## src/rtl/writeback_stage_pkg.sv

```systemverilog
// Shared core types for the writeback stage: load size encoding, writeback
// FSM states and the register-bank one-hot write-enable helper.
package writeback_stage_pkg;

    localparam int unsigned XLEN      = 32;
    localparam int unsigned REG_IDX_W = 5;

    typedef enum logic [1:0] {
        LB_SZ = 2'b00,
        LH_SZ = 2'b01,
        LW_SZ = 2'b10
    } load_size_e;

    typedef enum logic [1:0] {
        IDLE     = 2'b00,
        WAIT_MEM = 2'b01,
        WRITE    = 2'b10
    } wb_state_e;

    // One-hot write enable over x1..x31; x0 has no enable bit, so rd = 0 yields all-zero.
    function automatic logic [31:1] rd_onehot(input logic [REG_IDX_W-1:0] rd);
        logic [31:1] oh;
        oh = '0;
        for (int i = 1; i < 32; i++) begin
            if (rd == REG_IDX_W'(i)) begin
                oh[i] = 1'b1;
            end
        end
        return oh;
    endfunction

endpackage

```

## src/rtl/writeback_stage_if.sv

```systemverilog
// Writeback-stage bus: execute handshake, data-memory response, register-bank
// write port and the forwarding / pending-load view for decode.
interface writeback_stage_if;
    import writeback_stage_pkg::*;

    logic                 ex_valid;
    logic                 ex_ready;
    logic [4:0]           ex_rd;
    logic [XLEN-1:0]      ex_result;
    logic                 ex_is_load;
    load_size_e           ex_ld_size;
    logic                 ex_ld_unsigned;
    logic [1:0]           ex_addr_lsb;

    logic                 mem_rvalid;
    logic [XLEN-1:0]      mem_rdata;

    logic [31:1]          rf_addrw;
    logic [XLEN-1:0]      rf_wdata;

    logic                 fwd_valid;
    logic [4:0]           fwd_rd;
    logic                 ld_pending;
    logic [4:0]           ld_rd;
    logic                 retire;

    // Upstream / environment side: execute, data memory, and consumers of the write port.
    modport master (
        output ex_valid, ex_rd, ex_result, ex_is_load, ex_ld_size, ex_ld_unsigned, ex_addr_lsb,
        output mem_rvalid, mem_rdata,
        input  ex_ready, rf_addrw, rf_wdata, fwd_valid, fwd_rd, ld_pending, ld_rd, retire
    );

    // Writeback stage side.
    modport slave (
        input  ex_valid, ex_rd, ex_result, ex_is_load, ex_ld_size, ex_ld_unsigned, ex_addr_lsb,
        input  mem_rvalid, mem_rdata,
        output ex_ready, rf_addrw, rf_wdata, fwd_valid, fwd_rd, ld_pending, ld_rd, retire
    );

endinterface

```

## src/rtl/writeback_stage_load_aligner.sv

```systemverilog
// Combinational load alignment: picks the addressed byte/half lane out of the
// word-aligned memory data and sign- or zero-extends it to 32 bits.
module writeback_stage_load_aligner
    import writeback_stage_pkg::*;
(
    input  logic [XLEN-1:0] rdata,
    input  load_size_e      size,
    input  logic            is_unsigned,
    input  logic [1:0]      lsb,
    output logic [XLEN-1:0] value
);

    logic [7:0]  byte_lane;
    logic [15:0] half_lane;

    // Lane selection; half-word ignores lsb[0] since misaligned halves never get here.
    always_comb begin
        byte_lane = rdata[7:0];
        case (lsb)
            2'd0:    byte_lane = rdata[7:0];
            2'd1:    byte_lane = rdata[15:8];
            2'd2:    byte_lane = rdata[23:16];
            default: byte_lane = rdata[31:24];
        endcase
        half_lane = lsb[1] ? rdata[31:16] : rdata[15:0];
    end

    // Extension; word loads pass through untouched regardless of the unsigned flag.
    always_comb begin
        value = rdata;
        case (size)
            LB_SZ:   value = {{24{byte_lane[7]  & ~is_unsigned}}, byte_lane};
            LH_SZ:   value = {{16{half_lane[15] & ~is_unsigned}}, half_lane};
            default: value = rdata;
        endcase
    end

endmodule

```

## src/rtl/writeback_stage.sv

```systemverilog
// Writeback stage: retires ops from execute, waits for load data, and is the
// sole writer of the register bank. One write per cycle is sustainable.
//
//  state    | meaning
//  ---------+--------------------------------------------------------------
//  IDLE     | nothing to write; ready for a new op
//  WAIT_MEM | load accepted, waiting for mem_rvalid; execute is stalled
//  WRITE    | staged result is driven to the register bank this cycle only;
//           | a new op may be accepted in the same cycle
module writeback_stage
    import writeback_stage_pkg::*;
#(
    parameter int DEBUG = 0
) (
    input  logic               clk,
    input  logic               reset,
    writeback_stage_if.slave   bus
);

    wb_state_e             state_q;
    wb_state_e             state_d;

    logic [4:0]            rd_q;
    logic [XLEN-1:0]       wdata_q;
    load_size_e            size_q;
    logic                  uns_q;
    logic [1:0]            lsb_q;

    logic                  accept;
    logic                  mem_take;
    logic [XLEN-1:0]       aligned;

    assign bus.ex_ready = (state_q != WAIT_MEM);
    assign accept       = bus.ex_valid && bus.ex_ready;
    assign mem_take     = (state_q == WAIT_MEM) && bus.mem_rvalid;

    writeback_stage_load_aligner u_load_aligner (
        .rdata       (bus.mem_rdata),
        .size        (size_q),
        .is_unsigned (uns_q),
        .lsb         (lsb_q),
        .value       (aligned)
    );

    // State register; reset drops any pending load without writing.
    always_ff @(posedge clk or negedge reset) begin
        if (!reset) begin
            state_q <= IDLE;
        end else begin
            state_q <= state_d;
        end
    end

    // Next-state: IDLE and WRITE share the accept transitions so writes can run back to back.
    always_comb begin
        state_d = state_q;
        case (state_q)
            IDLE, WRITE: begin
                if (accept) begin
                    state_d = bus.ex_is_load ? WAIT_MEM : WRITE;
                end else begin
                    state_d = IDLE;
                end
            end
            WAIT_MEM: begin
                if (bus.mem_rvalid) begin
                    state_d = WRITE;
                end
            end
            default: state_d = IDLE;
        endcase
    end

    // Staging registers: capture the op at accept, the aligned load data at response.
    always_ff @(posedge clk or negedge reset) begin
        if (!reset) begin
            rd_q    <= '0;
            wdata_q <= '0;
            size_q  <= LB_SZ;
            uns_q   <= 1'b0;
            lsb_q   <= '0;
        end else if (accept) begin
            rd_q <= bus.ex_rd;
            if (bus.ex_is_load) begin
                size_q <= bus.ex_ld_size;
                uns_q  <= bus.ex_ld_unsigned;
                lsb_q  <= bus.ex_addr_lsb;
            end else begin
                wdata_q <= bus.ex_result;
            end
        end else if (mem_take) begin
            wdata_q <= aligned;
        end
    end

    // All outputs derive from registered state only, keeping ex_*/mem_* off any path to rf_*.
    assign bus.rf_addrw   = (state_q == WRITE) ? rd_onehot(rd_q) : '0;
    assign bus.rf_wdata   = wdata_q;
    assign bus.fwd_valid  = (state_q == WRITE) && (rd_q != 5'd0);
    assign bus.fwd_rd     = rd_q;
    assign bus.ld_pending = (state_q == WAIT_MEM);
    assign bus.ld_rd      = (state_q == WAIT_MEM) ? rd_q : 5'd0;
    assign bus.retire     = (state_q == WRITE);

    if (DEBUG != 0) begin : g_debug
        // Debug-only consistency checks on the write port; absent from normal builds.
        always_comb begin
            assert (!bus.fwd_valid || $onehot(bus.rf_addrw));
            assert ((state_q == WRITE) || (bus.rf_addrw == '0));
        end
    end

endmodule
```

## src/flat_wrapper.sv

```systemverilog
// flat-port wrapper written by rule: the top's interface ports become plain ports
module writeback_stage_flat import writeback_stage_pkg::*;
#(
    parameter int DEBUG = 0
)
  (clk, reset, bus_ex_valid, bus_ex_rd, bus_ex_result, bus_ex_is_load, bus_ex_ld_size, bus_ex_ld_unsigned, bus_ex_addr_lsb, bus_mem_rvalid, bus_mem_rdata, bus_ex_ready, bus_rf_addrw, bus_rf_wdata, bus_fwd_valid, bus_fwd_rd, bus_ld_pending, bus_ld_rd, bus_retire);
  writeback_stage_if bus_i ();
  input  logic clk;
  input  logic reset;
  input wire logic [$bits(bus_i.ex_valid)-1:0] bus_ex_valid;
  input wire logic [$bits(bus_i.ex_rd)-1:0] bus_ex_rd;
  input wire logic [$bits(bus_i.ex_result)-1:0] bus_ex_result;
  input wire logic [$bits(bus_i.ex_is_load)-1:0] bus_ex_is_load;
  input wire logic [$bits(bus_i.ex_ld_size)-1:0] bus_ex_ld_size;
  input wire logic [$bits(bus_i.ex_ld_unsigned)-1:0] bus_ex_ld_unsigned;
  input wire logic [$bits(bus_i.ex_addr_lsb)-1:0] bus_ex_addr_lsb;
  input wire logic [$bits(bus_i.mem_rvalid)-1:0] bus_mem_rvalid;
  input wire logic [$bits(bus_i.mem_rdata)-1:0] bus_mem_rdata;
  output wire logic [$bits(bus_i.ex_ready)-1:0] bus_ex_ready;
  output wire logic [$bits(bus_i.rf_addrw)-1:0] bus_rf_addrw;
  output wire logic [$bits(bus_i.rf_wdata)-1:0] bus_rf_wdata;
  output wire logic [$bits(bus_i.fwd_valid)-1:0] bus_fwd_valid;
  output wire logic [$bits(bus_i.fwd_rd)-1:0] bus_fwd_rd;
  output wire logic [$bits(bus_i.ld_pending)-1:0] bus_ld_pending;
  output wire logic [$bits(bus_i.ld_rd)-1:0] bus_ld_rd;
  output wire logic [$bits(bus_i.retire)-1:0] bus_retire;
  assign bus_i.ex_valid = bus_ex_valid;
  assign bus_i.ex_rd = bus_ex_rd;
  assign bus_i.ex_result = bus_ex_result;
  assign bus_i.ex_is_load = bus_ex_is_load;
  assign bus_i.ex_ld_size = bus_ex_ld_size;
  assign bus_i.ex_ld_unsigned = bus_ex_ld_unsigned;
  assign bus_i.ex_addr_lsb = bus_ex_addr_lsb;
  assign bus_i.mem_rvalid = bus_mem_rvalid;
  assign bus_i.mem_rdata = bus_mem_rdata;
  assign bus_ex_ready = bus_i.ex_ready;
  assign bus_rf_addrw = bus_i.rf_addrw;
  assign bus_rf_wdata = bus_i.rf_wdata;
  assign bus_fwd_valid = bus_i.fwd_valid;
  assign bus_fwd_rd = bus_i.fwd_rd;
  assign bus_ld_pending = bus_i.ld_pending;
  assign bus_ld_rd = bus_i.ld_rd;
  assign bus_retire = bus_i.retire;
  writeback_stage #(.DEBUG(DEBUG)) u_core (.clk(clk), .reset(reset), .bus(bus_i));
endmodule
```

## config.mk

```make
export PLATFORM = sky130hd
export DESIGN_NAME = writeback_stage_flat
export DESIGN_NICKNAME = d
export VERILOG_FILES = /design/src/rtl/writeback_stage_pkg.sv /design/src/rtl/writeback_stage_if.sv /design/src/rtl/writeback_stage_load_aligner.sv /design/src/rtl/writeback_stage.sv /design/src/flat_wrapper.sv
export SDC_FILE = /design/constraint.sdc
export NUM_CORES = 1
export LEC_CHECK = 0
export CORE_ASPECT_RATIO = 0.7
export CORE_MARGIN = 8
export CORE_UTILIZATION = 25
export CTS_CLUSTER_SIZE = 14
export DETAILED_ROUTE_END_ITERATION = 8
export PLACE_DENSITY = 0.57
export SLEW_MARGIN = 15
export SYNTH_ARGS = -nofsm -noshare
export SYNTH_HDL_FRONTEND = slang
export SYNTH_SLANG_ARGS = --single-unit
```

## constraint.sdc

```tcl
create_clock -name clk -period 3.6 [get_ports clk]
set_input_delay 0.36 -clock clk [delete_from_list [all_inputs] [get_ports clk]]
set_output_delay 0.36 -clock clk [all_outputs]
set_load 0.02 [all_outputs]
```

== After elaboration in Yosys (flattened, before gate mapping) ==
Cells that the tools add are included.
Operators by class
  bitwise operators: 3
  multiplexer cells: 43
  equal/unequal tests: 39
  reductions and logical operators: 11
Operators by type and width (number)
  $mux W32: 3
  $eq A5 B5 Y1 const B: 16
  $pmux W32 S2: 1
  $eq A5 B4 Y1 const B: 8
  $mux W1: 31
  $mux W31: 1
  $pmux W8 S3: 1
  $eq A5 B3 Y1 const B: 4
  $mux W16: 1
  $eq A5 B2 Y1 const B: 2
  $eq A2 B1 Y1 const B: 3
  $logic_not A2 Y1: 3
  $mux W2: 3
  $eq A5 B1 Y1 const B: 1
  $mux W5: 1
  $reduce_bool A5 Y1: 1
  $eq A2 B2 Y1 const B: 2
  $ne A2 B2 Y1 const B: 2
  $pmux W2 S2: 1
  $reduce_and A2 Y1: 2
  $logic_and A1 B1 Y1: 3
  $and A1 B1 Y1: 2
  $ne A2 B1 Y1 const B: 1
  $reduce_bool A2 Y1: 1
  other kinds (2): 2
Storage, ports and cells
  flip-flop bits (word level): 44
  output and inout bits: 77
  logic and storage cells: 102
  bits of input ports: 79

== Depth between registers and ports, before layout ==
Gate-level depths: netlist (run 1).
  depth in word-level cells: 6
  gate-level depth with buffers: 8
  mapped depth without buffers: 6

== By module ==
Synthesis (run 1) repeated with hierarchy kept, for this count alone.
Unflattened totals
  cell total of the unflattened synthesis: 311
  area, all modules: 3067.9 um2
By module, submodules not included
  writeback_stage: seq. area each 1101.1 um2, area each 2222.1 um2, cells each 196, instances 1
  writeback_stage_load_aligner: seq. area each 0.0 um2, area each 845.8 um2, cells each 115, instances 1

== Least setup slack after synthesis (run 1) ==
OpenSTA, ideal clock, no wires.
  path kind: register to output
  start: register u_core.state_q[0]
  end: output port bus_rf_addrw[27]
  arrival time: 1412 ps
  stages on the path, launching flop included: 6
  setup slack: 1828 ps
  required time: 3240 ps
  path buffers: 0
  cell sequence: dfrtp_1 > nand2b_1 > inv_1 > and2_1 > nand3_1 > nor2_1
Between the ends
  longest elaborated chain between the ends: 2
RTL lines
  start: declaration: RTL line writeback_stage.sv:20  | wb_state_e state_q;
  start signal: assignment: RTL line writeback_stage.sv:50  | state_q <= state_d;
  $eq A2 B2 Y1
  named net bus_retire: RTL line flat_wrapper.sv:26  | output wire logic [$bits(bus_i.retire)-1:0] bus_retire;
  $mux W31: RTL line writeback_stage.sv:97  | assign bus.rf_addrw = (state_q == WRITE) ? rd_onehot(rd_q) : '0;
  end: declaration: RTL line flat_wrapper.sv:20  | output wire logic [$bits(bus_i.rf_addrw)-1:0] bus_rf_addrw;
The timed path passes the listed nets, and every way through them passes these cells.

== Worst setup path in the final report (run 1) ==
  start: register u_core.state_q[0]
  end: output port bus_rf_addrw[30]
Between the ends
  longest elaborated chain between the ends: 2
RTL lines (RTL line)
  $eq A2 B2 Y1: writeback_stage.sv:97
  $mux W31: writeback_stage.sv:97
No other way between the ends.

==> impl_results.md, run 1 <==
- CP bufs+invs: 2
- Top delay family on crit path: simple AND/OR/NAND/NOR gates
- Syn Nets: 438
- CTS Hold Buffers Added: 0
- DRC: 0
- Clock Path Buffers: 2
- Layout cells sized above 1: 7.24%
- Routed vias/inst: 4.95
- Total grt overflow: 0
- Global-route wire length before repair: 18300 um
- WHS: 0.247 ns
- Slowest stage delay, CP: 0.62 ns
- Synth Register Bits: 44
- Root buf cell: clkbuf_16
- Reg2Reg Depth: 5
- Vias in the first global route: 3099
- Mapped cell area: 2850 um2
- Post_cts resized: 0
- Hpwl dp: 9620 um
- Post-synth top area cell: dfrtp_1
- Worst slew margin: 32.4%
- Fin Setup TNS: 0 ns
- Outcome: complete, no violations
- Final slew viol count: 0
- TritonCTS clock tree: done
- Floorplan core area: 11100 um2
- First-pass DRT Iterations: 5
- Total net switching power: 0.968 mW
- Count of maximum capacitance violations: 0
- Sw Share: 38.8%
- Worst Setup End Kind: output port
- Nets: 575
- Per-cell routed wire length: 18.5 um
- CTS Buf Count: 5
- Final wirelength: 12000 um
- Sequential fraction of the synthesis area: 38.7%
- Total GRT Usage: 15.5%
- P per Cell Area: 537 nW/um2
- Commonest cells in the netlist: nand2_1, dfrtp_1, nor2_1
- Static Leak: 1.79 nW
- DP Area: 4480 um2
- Reg-to-reg startpoint: u_core.lsb_q[1]
- CP Launch Type: flop
- Req. time, crit path: 3.24 ns
- VDD IR-drop max: 0.258 mV
- Setup violators final: 0
- Clk_skew: 0.00192 ns
- Seq pwr share: 31.1%
- Design area: 4640 um2
- Share of the synthesized area in the top cell type: 38.7%
- Area of the multi-input gates: 1590 um2
- Routed via count: 3216
- Die height: 105 um
- Clock share of power: 21.1%
- Largest net degree at the start of global routing: 45
- Fin. Hold Viols: 0
- I/O Pins: 156
- Critical Path AT: 2.15 ns
- Highest clock rate: 398 MHz
- Cells after synthesis: 359
- Max Fanout on Critical Path: 4
- Drt initial violations: 220
- FFs w/ async S/R, synth: 100%
- Min Tclk post-route: 2.51 ns
- Cell with the most instances after synthesis: nand2_1
- Area delta synth->final: 63.1%
- R2R Setup Slk: 1.24 ns
- Crit-path slowest cell: clkdlybuf4s50_1
- Initial Util: 25.8%
- Critical path cell sequence: nand2b_1 > inv_1 > and2_1 > nand3_1 > nor2_1 > clkdlybuf4s50_1
- Final Cycle Share: 69.7%
- DRT antenna net count: 0
- H-tree levels: 2
- Post-CTS Repair Setup Buffers: 0
- Diode count: 0
- Filler instances: 1107
- Clock tree sinks: 44
- HP Class: in -> async
- Predominant post-synthesis flop cell: dfrtp_1
- Post-synth EDFFs: 0
- Power share of the combinational group: 47.8%
- RSZ-0062 raised after global routing: false
- # port buffers: 155
- Synth area leaders: dfrtp_1, nand2_1, nor2_1
- Core Rows: 32
- Pint: 1.53 mW
- Crit Path Class: reg -> out
- Initial antenna violation count: 0
- Die X-Extent: 144 um
- Routability Congestion: 0.845
- Worst-Margin Slew: 1.01 ns
- Register area: 1100 um2
- Reg2reg end: u_core.bus.rf_wdata[2]
- Syn avg cell area: 7.93 um2
- Clock transition at the registers of the reported paths: 0.06 ns
- Synth cell types: 40
- Clk_lat worst skew: 0.29 ns
- Die Area: 15100 um2
- Ys Warns: 0
==> cell type report <==
class | count | share of cell area [%]
multi-input cells | 281 | 34.3
inverters | 5 | 0.404
well taps | 153 | 4.12
repair buffers | 159 | 34.0
flip-flops and latches | 44 | 23.7
clock buffers | 6 | 2.78
clock inverters | 2 | 0.755
==> stage by stage <==
step                instances  power [mW]  setup slack, ns  util [%]
global placement          642        1.97             1.17      40.5
global route              650        2.65            0.883      42.0
detailed placement        642        1.98             1.19      40.5
finish                    650        2.49             1.09      42.0
floorplan                 359        1.43             1.83         -
CTS                       650        2.51             1.09      42.0
==> power groups by stage <==
stage / clock network, mW / registers [mW] / logic (mW)
finish: 0.525 / 0.776 / 1.19
floorplan: 0 / 0.911 / 0.516
global route: 0.556 / 0.801 / 1.29
detailed placement: 0 / 0.784 / 1.20
CTS: 0.532 / 0.777 / 1.20
global placement: 0 / 0.779 / 1.19
==> layer usage <==
| layer | wire length (um) | share of wire, % | vias up | GRT usage (%) |
|---|---|---|---|---|
| met5 | 0 | 0 | - | 0 |
| met4 | 144 | 1.2 | 0 | 3.14 |
| met3 | 871 | 7.3 | 13 | 3.56 |
| met2 | 5560 | 46 | 124 | 24.6 |
| met1 | 5440 | 45 | 1549 | 21.2 |
| li1 | - | - | 1530 | - |
==> registers in the layout, indices dropped and copies added, names as in the netlist <==
name,count
u_core.bus.fwd_rd,5
u_core.bus.rf_wdata,32
u_core.lsb_q,2
u_core.size_q,2
u_core.state_q,2
u_core.uns_q,1
==> worst max path at each step <==
stage                                  from                       to  cells after the start
after floorplan           u_core.state_q[0]         bus_rf_addrw[27]                      5
after global placement    bus_mem_rdata[23]  u_core.bus.rf_wdata[31]                      6
after detailed placement  bus_mem_rdata[23]  u_core.bus.rf_wdata[31]                      6
after CTS                 u_core.state_q[0]         bus_rf_addrw[11]                      5
after global routing      u_core.state_q[0]         bus_rf_addrw[11]                      5
final                     u_core.state_q[0]         bus_rf_addrw[30]                      6
==> worst register-to-register path, cell delays in order, from the launching register on <==
cell      delay (ns)
dfrtp_1         0.78
nor2b_1         0.66
nand2_1         0.33
o221ai_1        0.28
a31o_2          0.14
a21oi_1         0.05
==> logic make-up after synthesis <==
kind of cell / count (synthesis) / synth area share (%)
AOI/OAI and AO/OA: 134 / 32.3
buffers and inverters: 34 / 5.54
DFF: 44 / 38.7
muxes: 7 / 2.68
and+or+nand+nor: 140 / 20.8
==> cells in the final DEF, fill, tap and decap left out, types with 2 or more instances in the layout <==
cell type,synthesis,layout
mux2i_1,2,2
a22o_1,2,2
nand2b_1,4,4
clkbuf_16,0,5
a21oi_1,15,15
clkdlybuf4s50_1,0,154
a31o_2,5,5
buf_4,1,4
a21boi_1,16,16
dfrtp_1,44,44
inv_1,4,4
a2111oi_2,7,7
o221ai_1,6,6
and2_1,6,6
o21ai_0,26,26
nand2_1,75,75
mux2_2,5,5
nand3_1,2,2
a221o_1,2,2
o21a_1,8,8
nor2_1,42,42
a21boi_0,7,7
o22ai_1,8,8
o21ai_1,28,27
nor2b_1,3,3
Note: power is estimated with default switching activity, not from simulation.
==> run 2: changes to the inputs <==
- PLACE_DENSITY: 0.57 -> 0.59
- clock period: 3.6 -> 2.3 ns (I/O delays scaled with it)
==> impl_results.md, run 2 (synthesized netlist as in run 1, its figures left out) <==
- Routed via count: 3239 (+0.72%)
- Final slew viol count: 0 (unchanged)
- Drt initial violations: 237 (+7.7%)
- Clock Path Buffers: 2 (unchanged)
- H-tree levels: 2 (unchanged)
- Largest net degree at the start of global routing: 35 (-22%)
- Hpwl dp: 9820 um (+2.0%)
- Clk_skew: 0.00647 ns (+0.00455 ns)
- Finished Layout Cells: 658 (+1.2%)
- Met1 usage: 21.0% (-0.18 points)
- Design area: 4730 um2 (+2.0%)
- Reg-to-reg startpoint: u_core.size_q[0]
- Pre-CTS setup slack: 0.183 ns (-1.01 ns)
- Met2 Usage GRT: 26.4% (+1.7 points)
- DP Area: 4550 um2 (+1.6%)
- Filler instances: 1120 (+1.2%)
- Register area: 1100 um2 (unchanged)
- Initial antenna violation count: 0 (unchanged)
- First-pass DRT Iterations: 4 (-1)
- Min Tclk post-route: 2.22 ns
- Final wirelength: 12400 um (+3.3%)
- Pint: 2.30 mW (+51%)
- Post-CTS Repair Setup Buffers: 0 (unchanged)
- Diode count: 0 (unchanged)
- Clock share of power: 18.4% (-2.7 points)
- Reg2Reg Depth: 6 (+1)
- Clock transition at the registers of the reported paths: 0.06 ns (about the same)
- Most common cell after layout, fill and taps aside: clkdlybuf4s50_1
- Die height: 105 um (unchanged)
- Root buf cell: clkbuf_16
- Met3 usage: 4.10% (+0.54 points)
- Worst Setup End Kind: output port
- Highest clock rate: 451 MHz
- I/O Pins: 156 (unchanged)
- Clock tree sinks: 44 (unchanged)
- Global-route wire length before repair: 19100 um (+4.1%)
- Setup violators final: 0 (unchanged)
- Core Rows: 32 (unchanged)
- Worst-Margin Slew: 0.578 ns (-0.436 ns)
- Fin Setup TNS: 0 ns (unchanged)
- Total grt overflow: 0 (unchanged)
- Total net switching power: 1.53 mW (+58%)
- Crit Path Class: reg -> out
- Initial Util: 25.8% (unchanged)
- Vias in the first global route: 3308 (+6.7%)
- Static Leak: 2.19 nW (+22%)
- Seq pwr share: 31.3% (+0.2 points)
- GRT busiest layer: met2
- Critical Path AT: 1.99 ns (-0.16 ns)
- Final Util: 42.8% (+0.83 points)
- Count of maximum capacitance violations: 0 (unchanged)
- Sw Share: 40.0% (+1.2 points)
- R2R Setup Slk: 0.37 ns (-0.87 ns)
- VDD IR-drop max: 0.349 mV (+35%)
- Floorplan core area: 11100 um2 (unchanged)
- Nets: 584 (+1.6%)
- CP Launch Type: flop
- Power Total: 3.83 mW (+54%)
- Die Area: 15100 um2 (unchanged)
- Commonest non-fill, non-tap cells in the layout: clkdlybuf4s50_1, nand2_1, dfrtp_1
- Final Cycle Share: 96.4%
- Routed vias/inst: 4.92 (-0.51%)
- Per-cell routed wire length: 18.9 um (+2.0%)
- Power share of the combinational group: 50.3% (+2.5 points)
- Area delta synth->final: 66.3%
- Die X-Extent: 144 um (unchanged)
- Outcome: complete, no violations
- Reg2reg end: u_core.bus.rf_wdata[23]
- Layout cells sized above 1: 8.71% (+1.5 points)
- Max reg flops: 32 (unchanged)
- Fin. Hold Viols: 0 (unchanged)
- DRC: 0 (unchanged)
- WHS: 0.429 ns (+0.182 ns)
- # port buffers: 155 (unchanged)
- TritonCTS clock tree: done
- CTS Buf Count: 5 (unchanged)
- P per Cell Area: 810 nW/um2 (+51%)
- Placed cells: 650 (+1.2%)
- HP Class: in -> async
- Clk_lat worst skew: 0.29 ns (about the same)
- DRT antenna net count: 0 (unchanged)
- Routability Congestion: 0.833 (-1.4%)
- Total GRT Usage: 16.1% (+0.55 points)
- Req. time, crit path: 2.07 ns (-1.17 ns)
- Final Worst Setup Slack: 0.0829 ns (-1.01 ns)
- Max Fanout on Critical Path: 4 (unchanged)
- Area of the multi-input gates: 1590 um2 (+0.16%)
- RSZ-0062 raised after global routing: false
- Worst slew margin: 60.9% (+29 points)
[run 2: cell types whose count changed in the layout (fill, tap and decap cells not counted), sizes merged]
cell	before	now
clkdlybuf4s50	154	129
dlymetal6s2s	0	18
buf	5	13
dlygate4sd2	0	7
bufinv	1	0
dlygate4sd3	0	1
[run 2: routing by layer]
| layer | vias to the layer above | routed length (um) |
|---|---|---|
| li1 | 1555 | - |
| met1 | 1565 | 5490 |
| met2 | 107 | 5870 |
| met3 | 12 | 913 |
| met4 | 0 | 136 |
| met5 | - | 0 |
[run 2: final cells by class]
class | instances | share of cell area, %
Clock buffer | 6 | 2.72
Clock inverter | 1 | 0.106
Inverter | 5 | 0.396
Multi-Input combinational cell | 281 | 33.7
Sequential cell | 44 | 23.3
Tap cell | 153 | 4.04
Timing Repair Buffer | 168 | 35.8
[run 2: repair_timing]
item | 4_1_cts | 5_1_grt
setup endpoints to repair | 11 | 18
gates resized for setup | 8 | 18
endpoints found under the hold margin | 18 | 0
hold buffers | 1 | 0
[run 2: power by group through the flow]
stage | Combinational [mW] | Clock [mW] | Sequential (mW)
finish | 1.93 | 0.706 | 1.20
global placement | 1.91 | 0 | 1.21
floorplan | 0.807 | 0 | 1.43
detailed placement | 1.94 | 0 | 1.21
CTS | 1.95 | 0.722 | 1.20
global route | 2.08 | 0.750 | 1.24
[run 2: critical path: stages (launching register included)]
cell	delay [ns]
dfrtp_1	0.43
nand2b_1	0.21
nor2_2	0.17
nand2_1	0.14
nor2_1	0.12
clkdlybuf4s50_1	0.62
[run 2: worst max path at each step]
stage | from | endpoint | depth (start not counted)
6_report | u_core.state_q[0] | bus_rf_addrw[10] | 5
5_1_grt | u_core.state_q[0] | bus_rf_addrw[8] | 5
4_1_cts | u_core.state_q[0] | bus_rf_addrw[21] | 6
3_5_place_dp | bus_mem_rdata[15] | u_core.bus.rf_wdata[23] | 7
3_3_place_gp | bus_mem_rdata[15] | u_core.bus.rf_wdata[23] | 7
2_1_floorplan | u_core.state_q[1] | u_core.bus.rf_wdata[22] | 7
==> run 3: changes to the inputs <==
- GPL_TIMING_DRIVEN: unset -> 0
==> impl_results.md, run 3 (synthesized netlist as in run 1, its figures left out) <==
- Outcome: complete, no violations
- Critical Path AT: 1.98 ns (about the same)
- Floorplan core area: 11100 um2 (unchanged)
- Initial Util: 25.8% (unchanged)
- Total GRT Usage: 16.3% (+0.21 points)
- CP Launch Type: flop
- H-tree levels: 2 (unchanged)
- Per-cell routed wire length: 19.1 um (+1.1%)
- Vias in the first global route: 3336 (+0.85%)
- Routed vias/inst: 4.89 (-0.74%)
- Pre-CTS setup slack: -0.00923 ns (-0.193 ns)
- Worst slew margin: 57.7% (-3.3 points)
- Req. time, crit path: 2.07 ns (about the same)
- I/O Pins: 156 (unchanged)
- Global-route wire length before repair: 19200 um (+0.54%)
- Final wirelength: 12900 um (+4.1%)
- Routability Congestion: 0.895 (+7.4%)
- Setup violators final: 0 (unchanged)
- Initial antenna violation count: 0 (unchanged)
- Clk_skew: 0.00357 ns (-0.00290 ns)
- Count of maximum capacitance violations: 0 (unchanged)
- Fin. Hold Viols: 0 (unchanged)
- Layout cells sized above 1: 8.78% (+0.066 points)
- Worst Setup End Kind: output port
- Nets: 602 (+3.1%)
- Largest net degree at the start of global routing: 30 (-14%)
- Final Util: 43.5% (+0.70 points)
- Clock transition at the registers of the reported paths: 0.06 ns (about the same)
- Area delta synth->final: 69.1%
- Core Rows: 32 (unchanged)
- Max Fanout on Critical Path: 4 (unchanged)
- Diode count: 0 (unchanged)
- Final Cycle Share: 96.0% (-0.38 points)
- Die Area: 15100 um2 (unchanged)
- Clk_lat worst skew: 0.28 ns (about the same)
- Crit Path Class: reg -> out
- HP Class: in -> async
- Hpwl dp: 10500 um (+7.4%)
- Worst-Margin Slew: 0.635 ns (+0.0569 ns)
- Final slew viol count: 0 (unchanged)
- # port buffers: 155 (unchanged)
- Highest clock rate: 453 MHz (+0.40%)
- Post-CTS Repair Setup Buffers: 0 (unchanged)
- VDD IR-drop max: 0.347 mV (-0.53%)
- Total grt overflow: 0 (unchanged)
- TritonCTS clock tree: done
- Die X-Extent: 144 um (unchanged)
- Static Leak: 2.19 nW (-0.39%)
- RSZ-0062 raised after global routing: false
- First-pass DRT Iterations: 5 (+1)
- Root buf cell: clkbuf_16
- Clock tree sinks: 44 (unchanged)
- Routed via count: 3308 (+2.1%)
- Min Tclk post-route: 2.21 ns (-0.00873 ns)
- DRT antenna net count: 0 (unchanged)
- Max reg flops: 32 (unchanged)
- CTS Buf Count: 5 (unchanged)
- Reg-to-reg startpoint: u_core.lsb_q[1]
- Final Worst Setup Slack: 0.0917 ns (+0.00873 ns)
- P per Cell Area: 842 nW/um2 (+4.0%)
- DRC: 0 (unchanged)
- Die height: 105 um (unchanged)
- Commonest non-fill, non-tap cells in the layout: clkdlybuf4s50_1, nand2_1, dfrtp_1
- Critical Path Source: u_core.state_q[0]
- Drt initial violations: 241 (+1.7%)
- Clock Path Buffers: 2 (unchanged)
- Most common cell after layout, fill and taps aside: clkdlybuf4s50_1
run 3: cell types whose count changed in the layout (fill, tap and decap cells not counted), moves of 4 or more:
cell	previous run	this run
clkbuf_1	1	15
buf_4	11	1
buf_2	1	10
dlygate4sd2_1	7	16
dlymetal6s2s_1	18	13
clkdlybuf4s50_1	129	125
run 3: power by group:
part	switching (mW)	internal [mW]	total (mW)
Combinational	1.10	0.904	2.00
Sequential	0.164	1.01	1.17
Clock	0.303	0.572	0.875
run 3: area by class of cell:
cell class	instances	area, um2
buffer	29	139
clock buffer	7	153
clock inverter	1	30.0
fill	1112	6240
inverter	5	18.8
multi-input combinational	281	1590
sequential	44	1100
tap	153	191
timing repair buffer	157	1590
run 3: layer usage:
metal | GRT usage [%] | share of wire [%] | vias to the layer above
li1 | - | - | 1588
met1 | 21.5 | 45 | 1586
met2 | 26.3 | 47 | 120
met3 | 4.42 | 6.8 | 14
met4 | 3.22 | 1.3 | 0
met5 | 0 | 0 | -
run 3: critical path, cell delays in order (launching register included):
cell and delay [ns]:
dfrtp_1 0.43, nand2b_1 0.22, nor2_2 0.19, nand2_1 0.12, nor2_1 0.11, clkdlybuf4s50_1 0.62
run 3: repair_timing:
action | 4_1_cts | 5_1_grt
hold buffers | 1 | 0
gates resized for setup | 17 | 13
setup endpoints to repair | 17 | 13
endpoints found under the hold margin | 15 | 0
run 3: metrics by stage:
step / instances / hold WS (ns) / power (mW) / setup TNS (ns) / cell area [um2]
2_1_floorplan: 359 / -0.0656 / 2.23 / 0 / 2850
3_3_place_gp: 667 / 0.470 / 3.15 / -14.39 / 4590
3_5_place_dp: 668 / 0.195 / 3.19 / -0.00923 / 4600
4_1_cts: 677 / 0.421 / 4.08 / 0 / 4780
5_1_grt: 677 / 0.460 / 4.29 / 0 / 4810
6_report: 677 / 0.411 / 4.05 / 0 / 4810
run 3: path summary, 6_finish.rpt:
check	to	slack, ns	cells after the start
worst max-delay path	bus_rf_addrw[1]	0.09	5
worst min-delay path	u_core.bus.rf_wdata[30]	0.41	2
worst max register to register	u_core.bus.rf_wdata[31]	0.15	7
worst min register to register	u_core.bus.rf_wdata[23]	0.48	2
max in group asynchronous	u_core.bus.rf_wdata[18]	1.38	3
min in group clk	u_core.bus.fwd_rd[3]	0.48	3
